$ cat src/rtl/bridge_pkg.sv
// Shared types for the AHB-to-APB bridge: FSM state encoding and AHB HTRANS codes.
package bridge_pkg;

  typedef enum logic [2:0] {
    ST_IDLE    = 3'd0,
    ST_READ    = 3'd1,
    ST_RENABLE = 3'd2,
    ST_WWAIT   = 3'd3,
    ST_WRITE   = 3'd4,
    ST_WENABLE = 3'd5
  } bridge_state_e;

  localparam logic [1:0] HTRANS_IDLE   = 2'b00;
  localparam logic [1:0] HTRANS_BUSY   = 2'b01;
  localparam logic [1:0] HTRANS_NONSEQ = 2'b10;
  localparam logic [1:0] HTRANS_SEQ    = 2'b11;

  // NONSEQ and SEQ carry a real transfer; IDLE and BUSY never do.
  function automatic logic is_active_trans(input logic [1:0] trans);
    logic active;
    case (trans)
      HTRANS_NONSEQ, HTRANS_SEQ: active = 1'b1;
      HTRANS_IDLE, HTRANS_BUSY:  active = 1'b0;
      default:                   active = 1'b0;
    endcase
    return active;
  endfunction

endpackage

$ cat src/rtl/bridge_rtl.sv
// AHB-to-APB bridge: one AHB transfer becomes one APB setup+access pair,
// reads take two cycles after address acceptance and writes three.
module bridge_rtl
  import bridge_pkg::*;
(
  input  logic        hclk,
  input  logic        hresetn,
  input  logic        hselapb,
  input  logic        hwrite,
  input  logic [1:0]  htrans,
  input  logic [31:0] haddr,
  input  logic [31:0] hwdata,
  input  logic [31:0] prdata,
  output logic [31:0] paddr,
  output logic [31:0] pwdata,
  output logic        psel,
  output logic        penable,
  output logic        pwrite,
  output logic        hresp,
  output logic        hready,
  output logic [31:0] hrdata
);

  bridge_state_e state_q, state_d;
  logic [31:0]   paddr_q, paddr_d;
  logic [31:0]   pwdata_q, pwdata_d;
  logic          psel_q, psel_d;
  logic          penable_q, penable_d;
  logic          pwrite_q, pwrite_d;
  logic          valid_xfer;

  // hselapb gates first so X on htrans cannot leak through an unselected slot.
  assign valid_xfer = hselapb && is_active_trans(htrans);

  always_ff @(posedge hclk or posedge hresetn) begin
    if (hresetn) begin
      state_q   <= ST_IDLE;
      paddr_q   <= '0;
      pwdata_q  <= '0;
      psel_q    <= 1'b0;
      penable_q <= 1'b0;
      pwrite_q  <= 1'b0;
    end else begin
      state_q   <= state_d;
      paddr_q   <= paddr_d;
      pwdata_q  <= pwdata_d;
      psel_q    <= psel_d;
      penable_q <= penable_d;
      pwrite_q  <= pwrite_d;
    end
  end

  // APB controls are computed from the next state so the registered
  // outputs line up with the state they belong to.
  always_comb begin
    state_d  = state_q;
    paddr_d  = paddr_q;
    pwdata_d = pwdata_q;
    case (state_q)
      ST_IDLE, ST_RENABLE, ST_WENABLE: begin
        if (valid_xfer) begin
          paddr_d = haddr;
          state_d = hwrite ? ST_WWAIT : ST_READ;
        end else begin
          state_d = ST_IDLE;
        end
      end
      ST_READ:  state_d = ST_RENABLE;
      ST_WWAIT: begin
        pwdata_d = hwdata;
        state_d  = ST_WRITE;
      end
      ST_WRITE: state_d = ST_WENABLE;
      default:  state_d = ST_IDLE;
    endcase
    psel_d    = (state_d inside {ST_READ, ST_RENABLE, ST_WRITE, ST_WENABLE});
    penable_d = (state_d inside {ST_RENABLE, ST_WENABLE});
    pwrite_d  = (state_d inside {ST_WWAIT, ST_WRITE, ST_WENABLE});
  end

  assign paddr   = paddr_q;
  assign pwdata  = pwdata_q;
  assign psel    = psel_q;
  assign penable = penable_q;
  assign pwrite  = pwrite_q;
  assign hready  = (state_q inside {ST_IDLE, ST_RENABLE, ST_WENABLE});
  assign hresp   = 1'b0;
  assign hrdata  = prdata;

endmodule

$ cat config.mk
export PLATFORM = sky130hd
export DESIGN_NAME = bridge_rtl
export DESIGN_NICKNAME = d
export VERILOG_FILES = /design/src/rtl/bridge_pkg.sv /design/src/rtl/bridge_rtl.sv
export SDC_FILE = /design/constraint.sdc
export NUM_CORES = 1
export LEC_CHECK = 0
export ABC_AREA = 1
export BUFFER_PORTS_ARGS = -buffer_cell sky130_fd_sc_hd__clkbuf_2
export CAP_MARGIN = 20
export CORE_ASPECT_RATIO = 0.7
export CORE_MARGIN = 2
export CORE_UTILIZATION = 35
export CTS_CLUSTER_SIZE = 12
export DETAILED_ROUTE_END_ITERATION = 7
export GPL_ROUTABILITY_DRIVEN = 0
export PLACE_DENSITY = 0.71
export REMOVE_ABC_BUFFERS = 1
export SYNTH_ARGS = -nofsm -noshare
export SYNTH_HDL_FRONTEND = slang
export SYNTH_SLANG_ARGS = --single-unit
$ cat constraint.sdc
create_clock -name hclk -period 6.2 [get_ports hclk]
set_input_delay 0.62 -clock hclk [delete_from_list [all_inputs] [get_ports hclk]]
set_output_delay 0.62 -clock hclk [all_outputs]
set_load 0.02 [all_outputs]
==> summary.md, run 1 <==
| Metric | Value |
|---|---|
| Outcome | completed |
| Post-synthesis sequential area ratio | 0.588 |
| Initial antenna violation count | 0 |
| Row cnt | 28 |
| Layout fillers | 830 |
| Max-slew headroom | 0.417 |
| Iter 0 DRT Violations | 115 |
| Max Fclk | roughly 460 MHz |
| Total power per unit cell area | 601 nW/µm² |
| Crit path from | state_q[2] |
| #FFs+latches synth | 70 |
| Avg Cell Area, Syn | 8.82 µm² |
| Cell-by-cell trace of the critical path | inv_1 -> nand2_1 -> nand2_2 -> buf_4 -> clkbuf_2 |
| Via/cell ratio | 4.51 |
| R2R depth | 5 |
| Detailed placer's ending HPWL | 5.91 mm |
| Max Clock Skew | 0.00292 ns |
| Minimum clock period | 2.17 ns |
| RSZ-0062 raised after global routing | false |
| Crit path largest cell delay | 0.39 ns |
| Core area | 8370 µm² |
| Least-Margin Pin Slew | 0.874 ns |
| Drt total wl | 8.05 mm |
| Hold Path Class | flip-flop to flip-flop |
| Area of the multi-input gates | 856 µm² |
| Critical path class | flip-flop to output port |
| Layout area overhead | 28.6% |
| LEAKAGE | between 0.002 and 0.0025 µW |
| RR Startpoint | state_q[2] |
| Stages on worst setup path | 5 |
| Layout cell share with drive strength beyond 1 | 0.362 |
| Root buffer selected by CTS | clkbuf_16 |
| First drt pass iteration count | 4 |
| Maxcap violations | 0 |
| First-pass GRT wire length | 12.0 mm |
| Via count | about 2500 |
| Worst EP required | around 5.6 ns |
| Worst-path clk slew | ~0.06 ns |
| Antenna diodes | 0 |
| Die H | 81.2 µm |
| Routed WL per cell | about 15 µm |
| Yosys Warn Count | 0 |
| Synthesized area | 2980 µm² |
| Fin Setup TNS | 0 ns |
| Final hold vios | 0 |
| Clock buffer depth | 2 |
| Routed Antenna Nets | 0 |
| Die Area | 9280 µm² |
| Slowest CP cell | dfrtp_1 |
| DRC Markers | 0 |
| Initial Util | 0.356 |
| Critical Path AT | ~1.6 ns |
| Clock buffer count from CTS | 9 |
| Die X | roughly 110 µm |
| Slew Limit Fails | 0 |
| Sequential standard cell area | 1750 µm² |
| Final setup vio count | 0 |
| CP endpoint kind | output port |
| Input/output buffers | 136 |
| Util after Layout | 0.458 |
| VDD IR max | 0.244 mV |
| Crit path capture | hready |
| Clk sinks | 70 |
| Number of H-tree levels | 3 |
| I/O pin total | 203 |
| Setup bufs post-CTS | 0 |
| Total global-route track usage | 0.172 |
| Vias in the first global route | ~2300 |
| Final Cycle Share | 0.349 |
| Post-CTS Hold Buffers | 0 |
| CP max FO | 35 |
| Pin count of the biggest net entering global routing | 71 |
| Resized cells post-CTS | 0 |
| Setup slack, reg-to-reg | 4.16 ns |
| Yosys cell types | 17 |
| Fin nets | 542 |
| CP Launch Type | flip-flop |
| WP buf/inv | 3 |
| Hold_ws | approximately 0.47 ns |
| Remaining Overflow, GRT | 0 |
| R2r endpoint | pwdata[10] |
| CTS tree | done |
| Clock Latency Late Sink | 0.32 ns |
| Cells after Synth | between 300 and 400 |
| Delay-heaviest family, CP | buffers and inverters |
==> synthesized netlist by cell type <==
master	n	area, µm²
a21oi_1	1	5.00
buf_4	34	255
nand3_1	35	175
inv_1	6	22.5
nand3_2	1	10.0
nand2_2	1	6.26
o21ai_0	2	10.0
dfrtp_1	70	1750
nand2_1	166	623
nand2_4	1	11.3
nor2_1	3	11.3
buf_6	3	33.8
clkinv_1	1	3.75
buf_2	7	35.0
conb_1	1	3.75
inv_2	2	7.51
clkbuf_1	4	15.0
==> state kept, by name, indices dropped and copies added (netlist names) <==
register  cells
pwdata       32
psel          1
state_q       3
paddr        32
penable       1
pwrite        1
==> layout make-up <==
class,instances,share of cell area
Multi-Input combinational cell,211,0.223
Timing Repair Buffer,139,0.183
Inverter,9,0.00881
Clock inverter,5,0.0274
Clock buffer,11,0.0659
Sequential cell,70,0.457
Tap cell,105,0.0343
==> routing by layer <==
metal | GRT usage | part of all wire
met5 | 0.0389 | 0.0043
met4 | 0.0488 | 0.0068
met3 | 0.102 | 0.12
met2 | 0.225 | 0.41
met1 | 0.232 | 0.46
==> tightest hold or removal path: cells and delay by family, from the launching register on <==
family / cells / cell delay [ns]
and+or+nand+nor: 2 / 0.10
DFF: 1 / 0.34
==> through the flow <==
| step | total power, µW | instance area [µm²] | setup WS, ns | instances |
|---|---|---|---|---|
| after floorplan | 1370 | 2640 | 3.81 | 290 |
| after global placement | 1700 | 3480 | 4.21 | 534 |
| after detailed placement | 1730 | 3480 | 4.13 | 534 |
| after CTS | 2340 | 3830 | 4.02 | 550 |
| after global routing | 2470 | 3830 | 3.93 | 550 |
| final | 2310 | 3830 | 4.03 | 550 |
==> cell families after synthesis <==
kind of cell | share of synthesized area
AND/OR/NAND/NOR | 0.281
buffers and inverters | 0.125
AO/OA/AOI/OAI | 0.00504
other | 0.00126
flip-flops | 0.588
==> layout by cell type, fill, tap and decap left out, types with 2 or more instances in the layout <==
cell type	instances
buf_4	3
clkbuf_2	136
dfrtp_1	70
clkbuf_16	9
clkbuf_8	2
nor2_1	3
bufinv_16	3
o21ai_0	2
inv_2	3
nand2_1	166
clkinvlp_4	2
inv_1	5
nand3_1	35
==> power by group <==
group	switching (µW)	leakage, µW	internal [µW]	total, µW
clock network	183	0.000168	415	598
logic	621	0.00121	282	903
registers	121	0.000865	683	804
total	926	0.00225	1380	2310
==> worst min-delay path by stage <==
stage,startpoint,to,cells past startpoint
after floorplan,state_q[1],penable,1
after global placement,paddr[23],paddr[23],2
after detailed placement,paddr[15],paddr[15],2
after CTS,paddr[3],paddr[3],2
after global routing,hwdata[26],pwdata[26],3
final,paddr[9],paddr[9],2
Note: power is estimated with default switching activity, not from simulation.
==> run 2: changes to the inputs <==
==> constraint.sdc (replaced) <==
create_clock -name hclk -period 2.2 [get_ports hclk]
set_input_delay 0.22 -clock hclk [delete_from_list [all_inputs] [get_ports hclk]]
set_output_delay 0.22 -clock hclk [all_outputs]
set_load 0.02 [all_outputs]
==> summary.md, run 2 (synthesis gave the netlist of run 1 again) <==
| Metric | Value |
|---|---|
| Fin nets | 546 (+0.74%) |
| Clock buffer count from CTS | 9 (unchanged) |
| Worst hold path cell count | 3 (+1) |
| Worst-path clk slew | 0.06 ns (about the same) |
| CP endpoint kind | output port |
| Max Clock Skew | 0.00653 ns (+0.00362 ns) |
| Crit path from | state_q[1] |
| Iter 0 DRT Violations | 116 (+0.87%) |
| Number of H-tree levels | 3 (unchanged) |
| Core area | 8370 µm² (unchanged) |
| I/O pin total | 203 (unchanged) |
| RSZ-0062 raised after global routing | false |
| CP max FO | 17 (-51%) |
| R2R depth | 7 (+2) |
| Via/cell ratio | 4.57 (+1.2%) |
| Most frequent cells in the layout | nand2_1, clkbuf_2, dfrtp_1 |
| Antenna diodes | 0 (unchanged) |
| Least-Margin Pin Slew | 0.523 ns (-0.351 ns) |
| M1 WL | 3.84 mm (+4.5%) |
| Remaining Overflow, GRT | 0 (unchanged) |
| Final Cycle Share | 0.854 |
| Row cnt | 28 (unchanged) |
| Die Area | 9280 µm² (unchanged) |
| Vias in the first global route | 2272 (-0.83%) |
| Critical Path AT | 1.66 ns (+0.11 ns) |
| Slowest CP cell | dfrtp_1 |
| Total power per unit cell area | 1640 nW/µm² (+170%) |
| Routed Antenna Nets | 0 (unchanged) |
| Minimum clock period | 1.88 ns |
| DR top layer | met5 |
| Cells after DPL | 537 (+0.56%) |
| LEAKAGE | 0.00223 µW (-0.70%) |
| Fin Setup TNS | 0 ns (unchanged) |
| First-pass GRT wire length | 12.0 mm (about the same) |
| Total global-route track usage | 0.173 (+0.00168) |
| Met3 Wirelength | 852 µm (-12%) |
| Max-slew headroom | 0.651 (+0.233) |
| Non-Filler Instances | 554 (+0.73%) |
| Die H | 81.2 µm (unchanged) |
| CP Launch Type | flip-flop |
| Via count | 2531 (+2.0%) |
| Cell-by-cell trace of the critical path | inv_2 -> nand3_1 -> nand2_2 -> buf_4 -> clkbuf_2 |
| Maxcap violations | 0 (unchanged) |
| Clock buffer depth | 2 (unchanged) |
| Worst Hold Launch | hwdata[30] |
| Clock Latency Late Sink | 0.32 ns (about the same) |
| Input/output buffers | 136 (unchanged) |
| Die X | 114 µm (unchanged) |
| Max Fclk | 532 MHz |
| Resized cells post-CTS | 0 (unchanged) |
| Wire length on met2 | 3.38 mm (+1.7%) |
| Clk sinks | 70 (unchanged) |
| Worst EP required | 1.98 ns (-3.60 ns) |
| VDD IR max | 0.497 mV (+100%) |
| Slew Limit Fails | 0 (unchanged) |
| CTS tree | done |
| Detailed placer's ending HPWL | 6.07 mm (+2.7%) |
| Initial antenna violation count | 0 (unchanged) |
| Outcome | completed |
| Drt total wl | 8.18 mm (+1.5%) |
| Layout area overhead | 27.5% |
| Final hold vios | 0 (unchanged) |
| Routed WL per cell | 14.8 µm (+0.78%) |
| Initial Util | 0.356 (unchanged) |
| Layout fillers | 838 (+0.96%) |
| Hold Path Class | primary input to flip-flop |
| First drt pass iteration count | 4 (unchanged) |
| Pin count of the biggest net entering global routing | 35 (-51%) |
| Critical path class | flip-flop to output port |
| Final setup vio count | 0 (unchanged) |
| RR Startpoint | state_q[1] |
| DRC Markers | 0 (unchanged) |
| Root buffer selected by CTS | clkbuf_16 |
| Layout cell share with drive strength beyond 1 | 0.363 (+0.00123) |
| Leading cell type in the layout, fill and taps excluded | nand2_1 |
| Crit path largest cell delay | 0.42 ns (+0.03 ns) |
## run 2: cell count changes in the layout (fill, tap and decap cells not counted)
cell and delta:
clkinv_2 +2, clkbuf_1 +1, clkinvlp_4 +1, bufinv_16 -2, buf_4 +3, clkbuf_8 -2
dlygate4sd3_1 +1
## run 2: per-layer routing
layer	up-vias	GRT usage
li1	1217	-
met1	1179	0.237
met2	120	0.224
met3	13	0.100
met4	2	0.0549
met5	-	0.0389
## run 2: through the flow
stage	total power, µW	setup slack, ns	area [µm²]	hold WS (ns)	util
2_1_floorplan	3850	0.212	2640	0.330	-
5_1_grt	6680	0.187	3800	0.0881	0.454
3_5_place_dp	4890	0.633	3500	0.271	0.418
4_1_cts	6320	0.297	3800	0.0782	0.454
6_report	6250	0.322	3800	0.0895	0.454
3_3_place_gp	4820	0.661	3500	0.270	0.418
## run 2: layout make-up
type	count	area [µm²]	share of cell area
well taps	105	131	0.0346
clock inverters	6	62.6	0.0165
multi-input cells	211	856	0.225
repair buffers	143	736	0.194
inverters	9	33.8	0.00889
clock buffers	10	229	0.0603
flip-flops and latches	70	1750	0.461
## run 2: final timing paths
| check | endpoint | slack, ns |
|---|---|---|
| worst max-delay path | hready | 0.32 |
| worst min-delay path | pwdata[30] | 0.09 |
| worst max register to register | psel | 0.63 |
| worst min register to register | paddr[2] | 0.47 |
| max in group asynchronous | paddr[30] | 0.93 |
| min in group asynchronous | pwdata[13] | 0.47 |
## run 2: repair_timing
item	4_1_cts	5_1_grt
buffers inserted	0	0
hold endpoints to repair	23	0
hold buffers	1	0
## run 2: power breakdown
group | internal (µW) | switching [µW] | leakage, µW | total (µW)
clock | 873 | 524 | 0.000134 | 1400
sequential | 1930 | 343 | 0.000865 | 2270
combinational | 819 | 1770 | 0.00123 | 2580
total | 3620 | 2630 | 0.00223 | 6250
## run 2: worst max-delay path: cells and delay by family (launching register included)
kind,cells,cell delay [ns]
buffers and inverters,3,0.52
DFF,1,0.42
and+or+nand+nor,2,0.38
==> run 3: changes to the inputs <==
--- a/config.mk
+++ b/config.mk
@@ -6,7 +6,7 @@
 export NUM_CORES = 1
 export LEC_CHECK = 0
 export ABC_AREA = 1
-export BUFFER_PORTS_ARGS = -buffer_cell sky130_fd_sc_hd__clkbuf_2
+export BUFFER_PORTS_ARGS = -buffer_cell sky130_fd_sc_hd__buf_2
 export CAP_MARGIN = 20
 export CORE_ASPECT_RATIO = 0.7
 export CORE_MARGIN = 2
==> summary.md, run 3 (synthesis gave the netlist of run 1 again) <==
| Metric | Value |
|---|---|
| RR Startpoint | state_q[1] |
| Number of H-tree levels | 3 (unchanged) |
| Detailed placer's ending HPWL | 6.09 mm (+0.44%) |
| Seq pwr share | 0.354 (-0.009) |
| Sw Share | 0.406 (-0.0148) |
| Logic pwr share | 0.406 (-0.008) |
| Die H | 81.2 µm (unchanged) |
| Most frequent cells in the layout | nand2_1, buf_2, dfrtp_1 |
| Layout cell share with drive strength beyond 1 | 0.361 (-0.00223) |
| Total power per unit cell area | 1660 nW/µm² (+1.2%) |
| Max Clock Skew | 0.00375 ns (-0.00279 ns) |
| Drt total wl | 8.13 mm (-0.61%) |
| Worst hold path cell count | 3 (unchanged) |
| DRC Markers | 0 (unchanged) |
| Routed WL per cell | 14.7 µm (-0.61%) |
| Crit path largest cell delay | 0.42 ns (about the same) |
| Fin nets | 546 (unchanged) |
| Worst EP required | 1.98 ns (about the same) |
| Outcome | completed |
| Die X | 114 µm (unchanged) |
| Antenna diodes | 0 (unchanged) |
| CP Launch Type | flip-flop |
| First drt pass iteration count | 4 (unchanged) |
| Worst Hold Launch | hwdata[22] |
| CP max FO | 20 (+3) |
| VDD IR max | 0.569 mV (+15%) |
| Least-Margin Pin Slew | 0.514 ns (-0.00981 ns) |
| Final setup vio count | 0 (unchanged) |
| Non-Filler Instances | 554 (unchanged) |
| Slew Limit Fails | 0 (unchanged) |
| Clock buffer count from CTS | 9 (unchanged) |
| R2R depth | 7 (unchanged) |
| Hold Path Class | primary input to flip-flop |
| Power share of the clock group | 0.240 (+0.017) |
| Row cnt | 28 (unchanged) |
| Input/output buffers | 136 (unchanged) |
| Design area | 3820 µm² (+0.66%) |
| Fin Setup TNS | 0 ns (unchanged) |
| RSZ-0062 raised after global routing | false |
| Core area | 8370 µm² (unchanged) |
| Initial Util | 0.356 (unchanged) |
| WP buf/inv | 2 (-1) |
| I/O pin total | 203 (unchanged) |
| Worst-path clk slew | 0.05 ns (about the same) |
| Max Fclk | 591 MHz (+11%) |
| Die Area | 9280 µm² (unchanged) |
| Resized cells post-CTS | 0 (unchanged) |
| Cells after DPL | 537 (unchanged) |
| Final hold vios | 0 (unchanged) |
| Critical path class | flip-flop to output port |
| Hold-critical path endpoint | pwdata[22] |
| Maxcap violations | 0 (unchanged) |
| Iter 0 DRT Violations | 142 (+22%) |
| Critical Path AT | 1.47 ns (-0.19 ns) |
| R2r endpoint | psel |
| Clock Latency Late Sink | 0.31 ns (about the same) |
| Net Sw Power | 2590 µW (-1.7%) |
| Clock buffer depth | 2 (unchanged) |
| Slowest CP cell | dfrtp_1 |
| Via/cell ratio | 4.53 (-0.75%) |
| Layout fillers | 833 (-0.60%) |
| Delay-heaviest family, CP | simple AND/OR/NAND/NOR gates |
| Minimum clock period | 1.69 ns (-0.185 ns) |
| Layout area overhead | 28.3% |
| Root buffer selected by CTS | clkbuf_16 |
| Max-slew headroom | 0.657 (+0.00655) |
| Setup slack, reg-to-reg | 0.60 ns (-0.03 ns) |
| Cell-by-cell trace of the critical path | inv_2 -> nand3_1 -> nand2_2 -> buf_2 |
| Clk sinks | 70 (unchanged) |
| Leading cell type in the layout, fill and taps excluded | nand2_1 |
| Total global-route track usage | 0.176 (+0.00288) |
| LEAKAGE | 0.00224 µW (+0.56%) |
| Cell Int Power | 3780 µW (+4.5%) |
| Post-DP Area | 3500 µm² (unchanged) |
| First-pass GRT wire length | 12.3 mm (+2.2%) |
| Pin count of the biggest net entering global routing | 35 (unchanged) |
| Routed Antenna Nets | 0 (unchanged) |
| Initial antenna violation count | 0 (unchanged) |
| CTS tree | done |
| CP endpoint kind | output port |
| Via count | 2512 (-0.75%) |
| Remaining Overflow, GRT | 0 (unchanged) |
| Final Cycle Share | 0.770 (-0.0839) |
| Vias in the first global route | 2341 (+3.0%) |
run 3: power by group through the flow:
| stage | logic (µW) | clock network [µW] | registers (µW) |
|---|---|---|---|
| 2_1_floorplan | 838 | 0 | 3020 |
| 3_3_place_gp | 2570 | 0 | 2230 |
| 3_5_place_dp | 2620 | 0 | 2260 |
| 4_1_cts | 2620 | 1570 | 2250 |
| 5_1_grt | 2860 | 1630 | 2340 |
| 6_report | 2590 | 1530 | 2250 |
run 3: final cells by class:
type,count,area (µm²),area share
Clock inverter,4,70.1,0.0183
Tap cell,105,131,0.0343
Clock buffer,12,246,0.0644
Timing Repair Buffer,143,736,0.192
Multi-Input combinational cell,211,856,0.224
Inverter,9,33.8,0.00883
Sequential cell,70,1750,0.458
run 3: worst max-delay path by stage:
stage,cells after the start,startpoint,slack [ns],endpoint
detailed placement,7,state_q[1],0.60,psel
floorplan,1,hresetn,0.21,paddr[0]
CTS,4,state_q[1],0.48,hready
finish,4,state_q[1],0.51,hready
global placement,7,state_q[2],0.62,psel
global route,4,state_q[1],0.41,hready
run 3: repair_timing:
item / 4_1_cts / 5_1_grt
hold buffers: 1 / 0
endpoints found under the hold margin: 23 / 0
setup buffers: 0 / 0
run 3: tightest hold or removal path: stages:
cell and delay, ns:
buf_2 0.07, nand2_1 0.04, nand2_1 0.05
run 3: metrics by stage:
stage / setup slack [ns] / util / hold slack (ns) / total power [µW]
after global routing: 0.411 / 0.457 / 0.0857 / 6830
after CTS: 0.476 / 0.457 / 0.0824 / 6450
after detailed placement: 0.598 / 0.418 / 0.281 / 4880
final: 0.507 / 0.457 / 0.0987 / 6370
after global placement: 0.620 / 0.418 / 0.282 / 4800
after floorplan: 0.212 / - / 0.330 / 3850
run 3: metal layers:
layer / up-vias / track usage / part of all wire
li1: 1216 / - / -
met1: 1162 / 0.241 / 0.47
met2: 117 / 0.226 / 0.41
met3: 15 / 0.105 / 0.11
met4: 2 / 0.0524 / 0.012
met5: - / 0.0389 / 0.0043
